[config.mk]
export PLATFORM = sky130hd
export DESIGN_NAME = apb_arb_master
export DESIGN_NICKNAME = d
export VERILOG_FILES = /design/src/rtl/apb_arb_pkg.sv /design/src/rtl/apb_rr_arbiter.sv /design/src/rtl/apb_arb_master.sv
export SDC_FILE = /design/constraint.sdc
export NUM_CORES = 1
export LEC_CHECK = 0
export BUFFER_PORTS_ARGS = -buffer_cell sky130_fd_sc_hd__buf_4
export CAP_MARGIN = 10
export CORE_ASPECT_RATIO = 1.75
export CORE_UTILIZATION = 40
export DETAILED_ROUTE_END_ITERATION = 10
export GPL_TIMING_DRIVEN = 0
export HOLD_SLACK_MARGIN = 0.08
export MAX_ROUTING_LAYER = met4
export PLACE_DENSITY_LB_ADDON = 0.1
export SYNTH_ARGS = -nofsm -noshare
export SYNTH_HDL_FRONTEND = slang
export SYNTH_SLANG_ARGS = --single-unit
[constraint.sdc]
create_clock -name pclk -period 4.7 [get_ports pclk]
set_input_delay 0 -clock pclk [delete_from_list [all_inputs] [get_ports pclk]]
set_output_delay 0 -clock pclk [all_outputs]
set_load 0.05 [all_outputs]
[src/rtl/apb_arb_pkg.sv]
// ----------------------------------------------------------------------------
// apb_arb_pkg
// Shared types and constants for the two-requester APB master.
//   apb_state_t : bus sequencing state (IDLE / SETUP / ACCESS)
//   DEF_ADDR_W  : default APB address width
//   DEF_DATA_W  : default APB data width
//   req_id_t    : identifies which requester owns the in-flight transfer
// ----------------------------------------------------------------------------
package apb_arb_pkg;

   typedef enum logic [1:0] {
      IDLE   = 2'd0,
      SETUP  = 2'd1,
      ACCESS = 2'd2
   } apb_state_t;

   localparam int DEF_ADDR_W = 32;
   localparam int DEF_DATA_W = 32;

   typedef logic req_id_t;

endpackage

[src/rtl/apb_rr_arbiter.sv]
// ----------------------------------------------------------------------------
// apb_rr_arbiter
// Two-way round-robin arbiter. Produces a one-hot grant while enabled and
// flips its priority pointer to the other requester after every grant.
//   pclk, preset : clock, asynchronous active-high reset
//   valid[1:0]   : request lines from requester 1 / requester 0
//   idle_en      : grants are only issued while this is high
//   grant[1:0]   : one-hot grant, combinational
// ----------------------------------------------------------------------------
module apb_rr_arbiter
   import apb_arb_pkg::*;
(
   input  logic       pclk,
   input  logic       preset,
   input  logic [1:0] valid,
   input  logic       idle_en,
   output logic [1:0] grant
);

   // 0 favours requester 0, 1 favours requester 1 when both are valid
   req_id_t ptr;

   always_comb begin
      grant = 2'b00;
      if (idle_en) begin
         if (valid == 2'b11) begin
            grant = ptr ? 2'b10 : 2'b01;
         end else begin
            grant = valid;
         end
      end
   end

   // Any grant is an acceptance, since ready equals grant
   always_ff @(posedge pclk or posedge preset) begin
      if (preset) begin
         ptr <= 1'b0;
      end else if (|grant) begin
         ptr <= grant[0];
      end
   end

endmodule

[src/rtl/apb_arb_master.sv]
// ----------------------------------------------------------------------------
// apb_arb_master
// APB master shared by two requesters. A round-robin arbiter picks one
// requester in IDLE; the transfer is latched and driven through SETUP and
// ACCESS, then completion (read data / error) is returned to that requester
// as a one-cycle done pulse. ACCESS aborts with an error after TIMEOUT cycles
// without pready (TIMEOUT = 0 waits forever).
//   pclk, preset          : clock, asynchronous active-high reset
//   reqN_valid/ready      : request handshake (ready = grant, IDLE only)
//   reqN_addr/write/wdata : transfer description, held stable while waiting
//   reqN_done             : completion pulse
//   reqN_rdata/err        : completion result, held until the next done
//   paddr..pwdata         : APB master outputs (registered)
//   prdata/pready/pslverr : APB slave response
// ----------------------------------------------------------------------------
module apb_arb_master
   import apb_arb_pkg::*;
#(
   parameter int ADDR_W  = DEF_ADDR_W,
   parameter int DATA_W  = DEF_DATA_W,
   parameter int TIMEOUT = 16
) (
   input  logic              pclk,
   input  logic              preset,

   input  logic              req0_valid,
   output logic              req0_ready,
   input  logic [ADDR_W-1:0] req0_addr,
   input  logic              req0_write,
   input  logic [DATA_W-1:0] req0_wdata,
   output logic              req0_done,
   output logic [DATA_W-1:0] req0_rdata,
   output logic              req0_err,

   input  logic              req1_valid,
   output logic              req1_ready,
   input  logic [ADDR_W-1:0] req1_addr,
   input  logic              req1_write,
   input  logic [DATA_W-1:0] req1_wdata,
   output logic              req1_done,
   output logic [DATA_W-1:0] req1_rdata,
   output logic              req1_err,

   output logic [ADDR_W-1:0] paddr,
   output logic              psel,
   output logic              penable,
   output logic              pwrite,
   output logic [DATA_W-1:0] pwdata,
   input  logic [DATA_W-1:0] prdata,
   input  logic              pready,
   input  logic              pslverr
);

   // Counter must be able to hold the value TIMEOUT itself
   localparam int              CNT_W  = $clog2(TIMEOUT + 2);
   localparam logic [CNT_W-1:0] TO_VAL = CNT_W'(TIMEOUT);

   apb_state_t        state;
   req_id_t           owner;
   logic [CNT_W-1:0]  wait_cnt;
   logic [1:0]        grant;
   logic              idle_en;

   logic [ADDR_W-1:0] sel_addr;
   logic              sel_write;
   logic [DATA_W-1:0] sel_wdata;
   logic              timed_out;
   logic              acc_end;
   logic              end_err;
   logic [DATA_W-1:0] end_rdata;

   // Holding the grant low during reset keeps ready at 0 while preset is high
   assign idle_en    = (state == IDLE) && !preset;
   assign req0_ready = grant[0];
   assign req1_ready = grant[1];

   apb_rr_arbiter u_arb (
      .pclk    (pclk),
      .preset  (preset),
      .valid   ({req1_valid, req0_valid}),
      .idle_en (idle_en),
      .grant   (grant)
   );

   always_comb begin
      sel_addr  = grant[1] ? req1_addr  : req0_addr;
      sel_write = grant[1] ? req1_write : req0_write;
      sel_wdata = grant[1] ? req1_wdata : req0_wdata;

      timed_out = (TIMEOUT != 0) && !pready && (wait_cnt == TO_VAL);
      acc_end   = (state == ACCESS) && (pready || timed_out);

      // An abort reports an error with no data; a write never returns data
      end_err   = pready ? pslverr : 1'b1;
      end_rdata = (pready && !pwrite) ? prdata : '0;
   end

   always_ff @(posedge pclk or posedge preset) begin
      if (preset) begin
         state      <= IDLE;
         owner      <= 1'b0;
         wait_cnt   <= '0;
         paddr      <= '0;
         psel       <= 1'b0;
         penable    <= 1'b0;
         pwrite     <= 1'b0;
         pwdata     <= '0;
         req0_done  <= 1'b0;
         req0_rdata <= '0;
         req0_err   <= 1'b0;
         req1_done  <= 1'b0;
         req1_rdata <= '0;
         req1_err   <= 1'b0;
      end else begin
         req0_done <= 1'b0;
         req1_done <= 1'b0;

         case (state)
            IDLE: begin
               if (|grant) begin
                  owner   <= grant[1];
                  paddr   <= sel_addr;
                  pwrite  <= sel_write;
                  pwdata  <= sel_write ? sel_wdata : '0;
                  psel    <= 1'b1;
                  penable <= 1'b0;
                  state   <= SETUP;
               end
            end

            SETUP: begin
               penable  <= 1'b1;
               wait_cnt <= CNT_W'(1);
               state    <= ACCESS;
            end

            ACCESS: begin
               if (acc_end) begin
                  psel    <= 1'b0;
                  penable <= 1'b0;
                  state   <= IDLE;
                  if (owner) begin
                     req1_done  <= 1'b1;
                     req1_err   <= end_err;
                     req1_rdata <= end_rdata;
                  end else begin
                     req0_done  <= 1'b1;
                     req0_err   <= end_err;
                     req0_rdata <= end_rdata;
                  end
               end else begin
                  wait_cnt <= wait_cnt + CNT_W'(1);
               end
            end

            default: begin
               psel    <= 1'b0;
               penable <= 1'b0;
               state   <= IDLE;
            end
         endcase
      end
   end

endmodule
==> impl_metrics.toml, run 1 <==
[outcome]
status = "completed"

[routing]
drtAntennaViolNets = 0
wirelength_microns = 21380
avgRoutedWirePerCell_microns = 16.60
first_pass_iters = 4
vias = 6474
via_per_inst = 5.026
remaining_drc_errors = 0
drt_iter0_markers = 212

[clocking]
cts_setup_buffers = 0
cts_buffer_depth = 2
post_cts_resized = 0
insertion_delay_ps = 420
cts.clk_slew.worst_paths_ps = 60
ctsHoldBuffers = 168
clock-root-buffer = "clkbuf_16"
clkSinkCount = 143
cts_tree = "yes"
htreeDepth = 4
cts_made_buffers = 17

[worst_setup_path]
path_class = "reg2reg"
cp-end-kind = "flip-flop"
start_kind = "flip-flop"
cp_max_fo = 10
critPathRequiredTime_ps = 4990
cp.arrival_ps = 2950

[sta]
timing.slew.headroom_pct = 62.04
maxSlewViolCount = 0
finalSetupViolations = 0
rsz0062_at_grt = "false"
skew_ps = 14.53
finalCritPeriodShare_pct = 56.59
setup_ws_ps = 2040
max_freq_mhz = 376.0
fin_crit_ps = 2660
final-hold-violation-count = 0
fin_tns_setup_ps = 0
tightest_slew_ps = 569.4

[final_layout]
nFillCells = 1017
antenna_cells = 0
final_cells = 1288
syn_to_final_growth_pct = 78.59
drive_gt1_share_pct = 34.21
nets = 1262

[placed_design]
post-place-ws_ps = 2822
dp_cells = 1088
gp_congestion = 0.8319
portBuffers = 304
dp_hpwl_microns = 14320

[logic_synthesis]
synth_edf_count = 0
syn_area_sq_mm = 0.006172
yosys_register_bits = 143
ys_seq_area_share_pct = 57.98
synthArstFlopShare_pct = 100.0
ys_warn_count = 0
synth.top_cell.area_share_pct = 57.98
ys.flop_type = "dfrtp_1"
synth_area_leaders = "dfrtp_1 58%, mux2i_1 11%, nand2_1 8.4%"
ys_types = 35
synth_nets = 770
netlist_instances = 600
syn-mean-instance-area_sq_um = 10.29
yosysTopAreaCell = "dfrtp_1"

[floorplanning]
start_util_pct = 41.19
placementRows = 59
die_y_microns = 166.3
dieArea_sq_mm = 0.01595
io-pin-count = 305
die_w_microns = 95.90
core_sq_mm = 0.01499

[pwr]
ir_drop_v = 0.0003448
p_leak_uw = 0.005727
cellPowerDensity_mw_per_mm2 = 672.2
p_total_uw = 7409

[global_route]
antenna_found_initial = 0
grt_pass1_vias = 6902
grt_pass1_wl_microns = 33780
grt-ovfl-total = 0
gr-usage-all-layers_pct = 28.63
grt_max_degree = 86

[min_path]
hp-class = "in2async"

[flow_run]
max_cap_viol_count = 0
## kinds of logic after synthesis
| family | Yosys count | synth area share, % |
|---|---|---|
| and+or+nand+nor | 188 | 12.37 |
| AOI/OAI and AO/OA | 149 | 12.83 |
| DFF | 143 | 57.98 |
| muxes | 66 | 10.72 |
| buffers and inverters | 52 | 5.696 |
| adders and majority gates | 2 | 0.4054 |
## stage by stage
stage	hold WS [ps]	area [sq um]	util [%]
global placement	244.3	8683	57.94
floorplan	144.0	6172	-
CTS	206.7	11020	73.56
detailed placement	117.8	8716	58.16
finish	232.6	11020	73.56
global route	255.0	11020	73.56
## critical path: stages, from the launching register on
cell and delay (ps):
dfrtp_1 430, nor3_2 300, nand3_1 110, buf_4 200, buf_6 170, mux2i_1 150, dlygate4sd3_1 560, o21ai_0 60
dlygate4sd3_1 560
## cell usage after synthesis (all sizes together), types with 2 or more instances
master	count
nand3	2
nor3	2
o22ai	2
clkbuf	11
o21ai	105
buf	30
o211ai	4
nand2	138
nor2	34
nor2b	3
mux2i	65
inv	11
ha	2
a21oi	34
a2bb2oi	2
nand4b	2
dfrtp	143
## final timing paths
| path | startpoint | endpoint | slack, ps | cells after the start |
|---|---|---|---|---|
| min in group pclk | req1_write | pwrite | 230 | 5 |
| setup / recovery | penable | pwdata[31] | 2040 | 8 |
| setup reg to reg | penable | pwdata[31] | 2040 | 8 |
| max in group asynchronous | preset | req1_rdata[22] | 3670 | 4 |
| hold / removal | preset | paddr[28] | 230 | 3 |
| hold reg to reg | pwdata[6] | pwdata[6] | 480 | 2 |
## flip-flops by register name (all words and copies together) (netlist names)
register    flops
owner           1
req0_rdata     32
pwdata         32
u_arb.ptr       1
pwrite          1
paddr          32
wait_cnt        5
req1_err        1
state           1
req0_done       1
req1_done       1
req1_rdata     32
req0_err        1
penable         1
psel            1
## where the power goes
| part | internal (uW) | switching (uW) | total, uW |
|---|---|---|---|
| sequential | 1740 | 313 | 2050 |
| combinational | 1340 | 2580 | 3930 |
| clock | 879 | 557 | 1440 |
## layer usage
| layer | wire (microns) | GRT usage, % |
|---|---|---|
| met1 | 7768 | 29.38 |
| met2 | 11250 | 49.50 |
| met3 | 1302 | 6.410 |
| met4 | 1062 | 14.86 |
| met5 | 0 | - |
## layout make-up
| cell class | count | area [sq um] | area share, % |
|---|---|---|---|
| repair buffers | 473 | 3991 | 36.21 |
| inverters | 11 | 46.29 | 0.4200 |
| well taps | 183 | 229.0 | 2.077 |
| clock inverters | 12 | 168.9 | 1.532 |
| plain buffers | 41 | 310.3 | 2.815 |
| clock buffers | 20 | 456.7 | 4.143 |
| multi-input cells | 405 | 2242 | 20.34 |
| flip-flops and latches | 143 | 3578 | 32.46 |
## cell usage in the layout, fill, tap and decap left out, drive strengths merged
master	n
a2bb2oi	2
clkbuf	31
nor3	2
dlygate4sd3	168
nor4	1
or4	1
nand2	138
mux2	1
buf	335
nand4b	2
bufinv	3
o21a	1
nand3	2
nor3b	1
o22ai	2
and3	1
dfrtp	143
and4bb	1
ha	2
clkinv	2
nor2b	3
inv	18
nor2	34
or2	1
a21boi	1
mux2i	65
nand2b	1
o211ai	4
a21oi	34
o21ai	105
(Power assumes the default switching activity.)
==> inputs of run 2 (changes only) <==
Clock period 4.7 ns to 2.8 ns, I/O delays scaled along.
==> run 2 against run 1 <==
Final area fell by 0.14%. Sequential share of layout area about the same. Non-clock buffer count grew 2. Total power increased by 66%. Clock power increased by 53%. Largest cell class unchanged. Largest power group unchanged.
==> impl_metrics.toml, run 2 (same netlist as run 1, synthesis figures left out) <==
[routing]
via_per_inst = 5.020
drt_iter0_markers = 181
vias = 6476
drtAntennaViolNets = 0
wirelength_microns = 21880
first_pass_iters = 5
remaining_drc_errors = 0
avgRoutedWirePerCell_microns = 16.96

[pwr]
p_total_uw = 12270
cellPowerDensity_mw_per_mm2 = 1114
intPower_uw = 6492
p_leak_uw = 0.005702
power_switching_uw = 5776
netSwitchingFraction_pct = 47.08
p_comb_share_pct = 53.8
sequentialPowerShare_pct = 28.2
clockPowerShare_pct = 18.0
ir_drop_v = 0.0006590

[worst_setup_path]
slowest_stage = "dlygate4sd3_1"
crit_buf_inv = 4
cp.arrival_ps = 2990
crit_path_max_incr_delay_ps = 570
cp_max_fo = 10
reg2reg_setup_slack_ps = 160
path_cells = "nor3_4 -> nand3_1 -> buf_4 -> buf_6 -> mux2i_1 -> dlygate4sd3_1 -> o21ai_0 -> dlygate4sd3_1"
critPathRequiredTime_ps = 3150
cpMostUsedCell = "dlygate4sd3_1"
path_class = "reg2reg"
cp-end-kind = "flip-flop"
start_kind = "flip-flop"
path_delay_family = "buffers and inverters"

[sta]
setup_ws_ps = 157.7
fin_tns_setup_ps = 0
fin_crit_ps = 2642
finalSetupViolations = 0
finalCritPeriodShare_pct = 94.37
skew_ps = 15.05
rsz0062_at_grt = "false"
final-hold-violation-count = 0
timing.slew.headroom_pct = 46.90
tightest_slew_ps = 794.8
max_freq_mhz = 378.5
maxSlewViolCount = 0

[clocking]
cts_tree = "yes"
cts_made_buffers = 17
clock-root-buffer = "clkbuf_16"
cts_buffer_depth = 2
cts.clk_slew.worst_paths_ps = 60
insertion_delay_ps = 420
htreeDepth = 4
clkSinkCount = 143
cts_setup_buffers = 0

[final_layout]
syn_to_final_growth_pct = 78.35
drive_gt1_share_pct = 34.15
antenna_cells = 0
layout_commonest_cell = "buf_4"
utilization_pct = 73.46
final_cell_mix = "306 x buf_4, 168 x dlygate4sd3_1, 143 x dfrtp_1, 138 x nand2_1, 65 x mux2i_1"
final_cells = 1290
nets = 1264

[placed_design]
portBuffers = 304
dp_cells = 1090
dp_hpwl_microns = 14560
post-place-ws_ps = 959.0
gp_congestion = 0.8163

[floorplanning]
die_y_microns = 166.3
dieArea_sq_mm = 0.01595
core_sq_mm = 0.01499
die_w_microns = 95.90
placementRows = 59
io-pin-count = 305
start_util_pct = 41.19

[global_route]
antenna_found_initial = 0
gr-usage-all-layers_pct = 29.05
grt_pass1_vias = 7031
grt_pass1_wl_microns = 34150
grt_max_degree = 44
grt-ovfl-total = 0

[min_path]
hp-class = "in2reg"

[outcome]
status = "completed"

[flow_run]
max_cap_viol_count = 0
-- run 2: cell types whose count changed in the layout (fill, tap and decap cells not counted), sizes merged --
cell	change
bufinv	-1
buf	+2
clkinv	+3
clkinvlp	+4
inv	-6
-- run 2: cell type report --
type / count / area, sq um
plain buffers: 41 / 310.3
clock buffers: 20 / 436.7
clock inverters: 12 / 136.4
fillers: 1025 / 3978
inverters: 11 / 45.04
multi-input cells: 405 / 2248
flip-flops and latches: 143 / 3578
well taps: 183 / 229.0
repair buffers: 475 / 4024
-- run 2: path summary, 6_finish.rpt --
path,to,from,depth (start not counted)
max reg2reg,pwdata[31],penable,8
min in group asynchronous,pwdata[6],preset,3
min reg2reg,req1_rdata[16],req1_rdata[16],2
min,pwrite,req1_write,5
max,pwdata[31],penable,8
max in group asynchronous,req1_rdata[11],preset,5
-- run 2: worst reg2reg max path: stages, from the launching register on --
cell,delay (ps)
dfrtp_1,450
nor3_4,260
nand3_1,100
buf_4,200
buf_6,170
mux2i_1,120
dlygate4sd3_1,550
o21ai_0,170
dlygate4sd3_1,570
-- run 2: metal layers --
layer | vias up | routed length (microns) | GRT usage, %
met5 | - | 0 | -
met4 | 0 | 979 | 14.60
met3 | 75 | 1273 | 6.502
met2 | 275 | 11870 | 51.65
met1 | 3110 | 7753 | 28.69
li1 | 3016 | - | -
-- run 2: what timing repair did --
action                     in CTS  in global routing
gates resized for setup         0                  1
hold buffers                  168                  0
hold endpoints to repair      167                  0
setup endpoints to repair       0                  1
-- run 2: power groups by stage --
stage	clock [uW]	combinational [uW]	sequential, uW
after floorplan	0	1170	6240
after global placement	0	5920	3420
after detailed placement	0	6000	3470
after CTS	2250	6530	3450
after global routing	2340	6920	3570
final	2210	6600	3460
-- run 2: metrics by stage --
stage / cell area, sq um / hold slack [ps]
2_1_floorplan: 6176 / 144.0
3_3_place_gp: 8687 / 244.0
3_5_place_dp: 8747 / 207.0
4_1_cts: 11000 / 223.2
5_1_grt: 11010 / 265.1
6_report: 11010 / 229.8
==> inputs of run 3 (changes only) <==
Settings changed: ABC_AREA set to 1.
==> run 3 against run 2 <==
Count of clock-buffer cells in the layout down 2. Critical path depth increased by 4. Clock skew down 1.1 ps. Sequential power up 2%. Sequential share of layout area is 1.2 points lower. Fmax increased by 0.28%. Via count up 15%. Combinational power grew 7.9%. Synthesized cell count is 35% higher. Die area grew 6.6%. Total power up 4.6%. Register-to-register slack is essentially flat. Largest power group unchanged.
==> impl_metrics.toml, run 3 <==
[worst_setup_path]
reg2regPathDepth = 12
cp-end-kind = "flip-flop"
critPathRequiredTime_ps = 3100
path_cells = "inv_2 -> nand2_1 -> nor2_4 -> nand2_2 -> buf_6 -> buf_2 -> nand2_1 -> nand2_1 -> dlygate4sd3_1 -> nand3_1 -> dlygate4sd3_1 -> nand2_1"
rr_startpoint = "penable"
cp.arrival_ps = 2940
cpMostUsedCell = "nand2_1"
startpoint = "penable"
start_kind = "flip-flop"
path_class = "reg2reg"
crit_path_max_incr_delay_ps = 550
cp_max_fo = 10
slowest_stage = "dlygate4sd3_1"

[clocking]
htreeDepth = 4
cts_tree = "yes"
cts_made_buffers = 17
cts_buffer_depth = 2
cts.clk_slew.worst_paths_ps = 70
post_cts_resized = 0
clock-root-buffer = "clkbuf_16"
insertion_delay_ps = 420
clkSinkCount = 143

[pwr]
netSwitchingFraction_pct = 50.11
p_total_uw = 12840
clockPowerShare_pct = 17.1
intPower_uw = 6403
p_leak_uw = 0.006007
power_switching_uw = 6432
p_comb_share_pct = 55.4
ir_drop_v = 0.0006548
sequentialPowerShare_pct = 27.4
cellPowerDensity_mw_per_mm2 = 1123

[floorplanning]
core_sq_mm = 0.01603
die_w_microns = 99
placementRows = 61
start_util_pct = 41.09
io-pin-count = 305
dieArea_sq_mm = 0.01700
die_y_microns = 171.8

[logic_synthesis]
netlist_top_cells_count = "274 x nand2_1, 171 x nand3_1, 143 x dfrtp_1, 72 x o21ai_0, 47 x inv_1"
synth_area_leaders = "dfrtp_1 54%, nand2_1 16%, nand3_1 13%"
ys_warn_count = 0
synth.top_cell.area_share_pct = 54.33
ys_types = 20
yosys_register_bits = 143
synthArstFlopShare_pct = 100.0
syn_area_sq_mm = 0.006586
ys_seq_area_share_pct = 54.33
yosysTopAreaCell = "dfrtp_1"
synth_edf_count = 0
syn-mean-instance-area_sq_um = 8.111
yosysMostFrequentCell = "nand2_1"
synth_nets = 982
netlist_instances = 812
ys.flop_type = "dfrtp_1"

[flow_run]
max_cap_viol_count = 0

[sta]
rsz0062_at_grt = "false"
finalCritPeriodShare_pct = 94.10
maxSlewViolCount = 0
tightest_slew_ps = 501.7
skew_ps = 13.92
fin_crit_ps = 2635
finalSetupViolations = 0
timing.slew.headroom_pct = 66.55
fin_tns_setup_ps = 0
setup_ws_ps = 165.1
max_freq_mhz = 379.5
final-hold-violation-count = 0

[placed_design]
portBuffers = 304
dp_hpwl_microns = 16190
gp_congestion = 0.8538
post-place-ws_ps = 963.2

[global_route]
gr-usage-all-layers_pct = 28.87
grt_max_degree = 43
grt-ovfl-total = 0
grt_pass1_vias = 7623
antenna_found_initial = 1
grt_pass1_wl_microns = 37070

[routing]
wirelength_microns = 23570
vias = 7477
via_per_inst = 4.952
drtAntennaViolNets = 0
remaining_drc_errors = 0
first_pass_iters = 5
avgRoutedWirePerCell_microns = 15.61
drt_iter0_markers = 256

[final_layout]
drive_gt1_share_pct = 30.23
multi_input_area_sq_mm = 0.002554
seq_area_sq_mm = 0.003578
syn_to_final_growth_pct = 73.58
nFillCells = 1250
nets = 1477
layout_commonest_cell = "buf_4"
final_cell_mix = "311 x buf_4, 274 x nand2_1, 171 x nand3_1, 166 x dlygate4sd3_1, 143 x dfrtp_1"

[outcome]
status = "completed"

[min_path]
hp-class = "in2async"
run 3: repair_timing:
action                                  4_1_cts  5_1_grt
hold buffers                                166        0
buffers inserted                              0        2
endpoints found under the hold margin       197        0
endpoints found under the setup margin        0        3
run 3: cell families after synthesis:
family	share of synthesized area [%]
xor gates and xnor gates	0.3990
DFF	54.33
and+or+nand+nor	32.52
AOI/OAI and AO/OA	5.471
buffers and inverters	6.896
adders and majority gates	0.3799
run 3: per-stage QoR:
step           instance area, sq um  instances  utilization, %  hold slack [ps]
2_1_floorplan                  6590        812               -            173.1
3_3_place_gp                   9109       1305           56.83            300.6
3_5_place_dp                   9189       1309           57.33            78.08
4_1_cts                       11410       1507           71.22            206.7
5_1_grt                       11430       1510           71.33            235.5
6_report                      11430       1510           71.33            209.2
run 3: final timing paths:
| check | end | slack (ps) |
|---|---|---|
| worst max register to register | pwdata[1] | 170 |
| worst min register to register | req0_rdata[16] | 490 |
| worst min-delay path | paddr[21] | 210 |
| min in group pclk | paddr[30] | 210 |
| worst max-delay path | pwdata[1] | 170 |
| max in group asynchronous | paddr[25] | 1800 |
run 3: per-layer routing:
layer  share of wire [%]  up-vias  track usage [%]
met2                  55      280            52.99
met1                  37     3555            30.30
met3                 5.6       49            5.364
li1                    -     3593                -
met4                 2.7        0            11.42
met5                   0        -                -
run 3: area by class of cell:
| cell class | instances | share of cell area [%] |
|---|---|---|
| diodes | 1 | 0.02189 |
| plain buffers | 58 | 2.397 |
| clock buffers | 18 | 3.842 |
| clock inverters | 14 | 1.094 |
| inverters | 48 | 1.609 |
| multi-input cells | 563 | 22.34 |
| flip-flops and latches | 143 | 31.30 |
| well taps | 189 | 2.069 |
| repair buffers | 476 | 35.33 |
run 3: worst max-delay path: cells and delay by family, from the launching register on:
family	cells	cell delay, ps
buffers and inverters	5	1520
and+or+nand+nor	7	600
DFF	1	410
run 3: power by group through the flow:
stage | sequential, uW | combinational (uW) | clock, uW
2_1_floorplan | 6480 | 1500 | 0
3_3_place_gp | 3520 | 6660 | 0
3_5_place_dp | 3540 | 6720 | 0
4_1_cts | 3520 | 7080 | 2220
5_1_grt | 3630 | 7550 | 2300
6_report | 3520 | 7120 | 2200
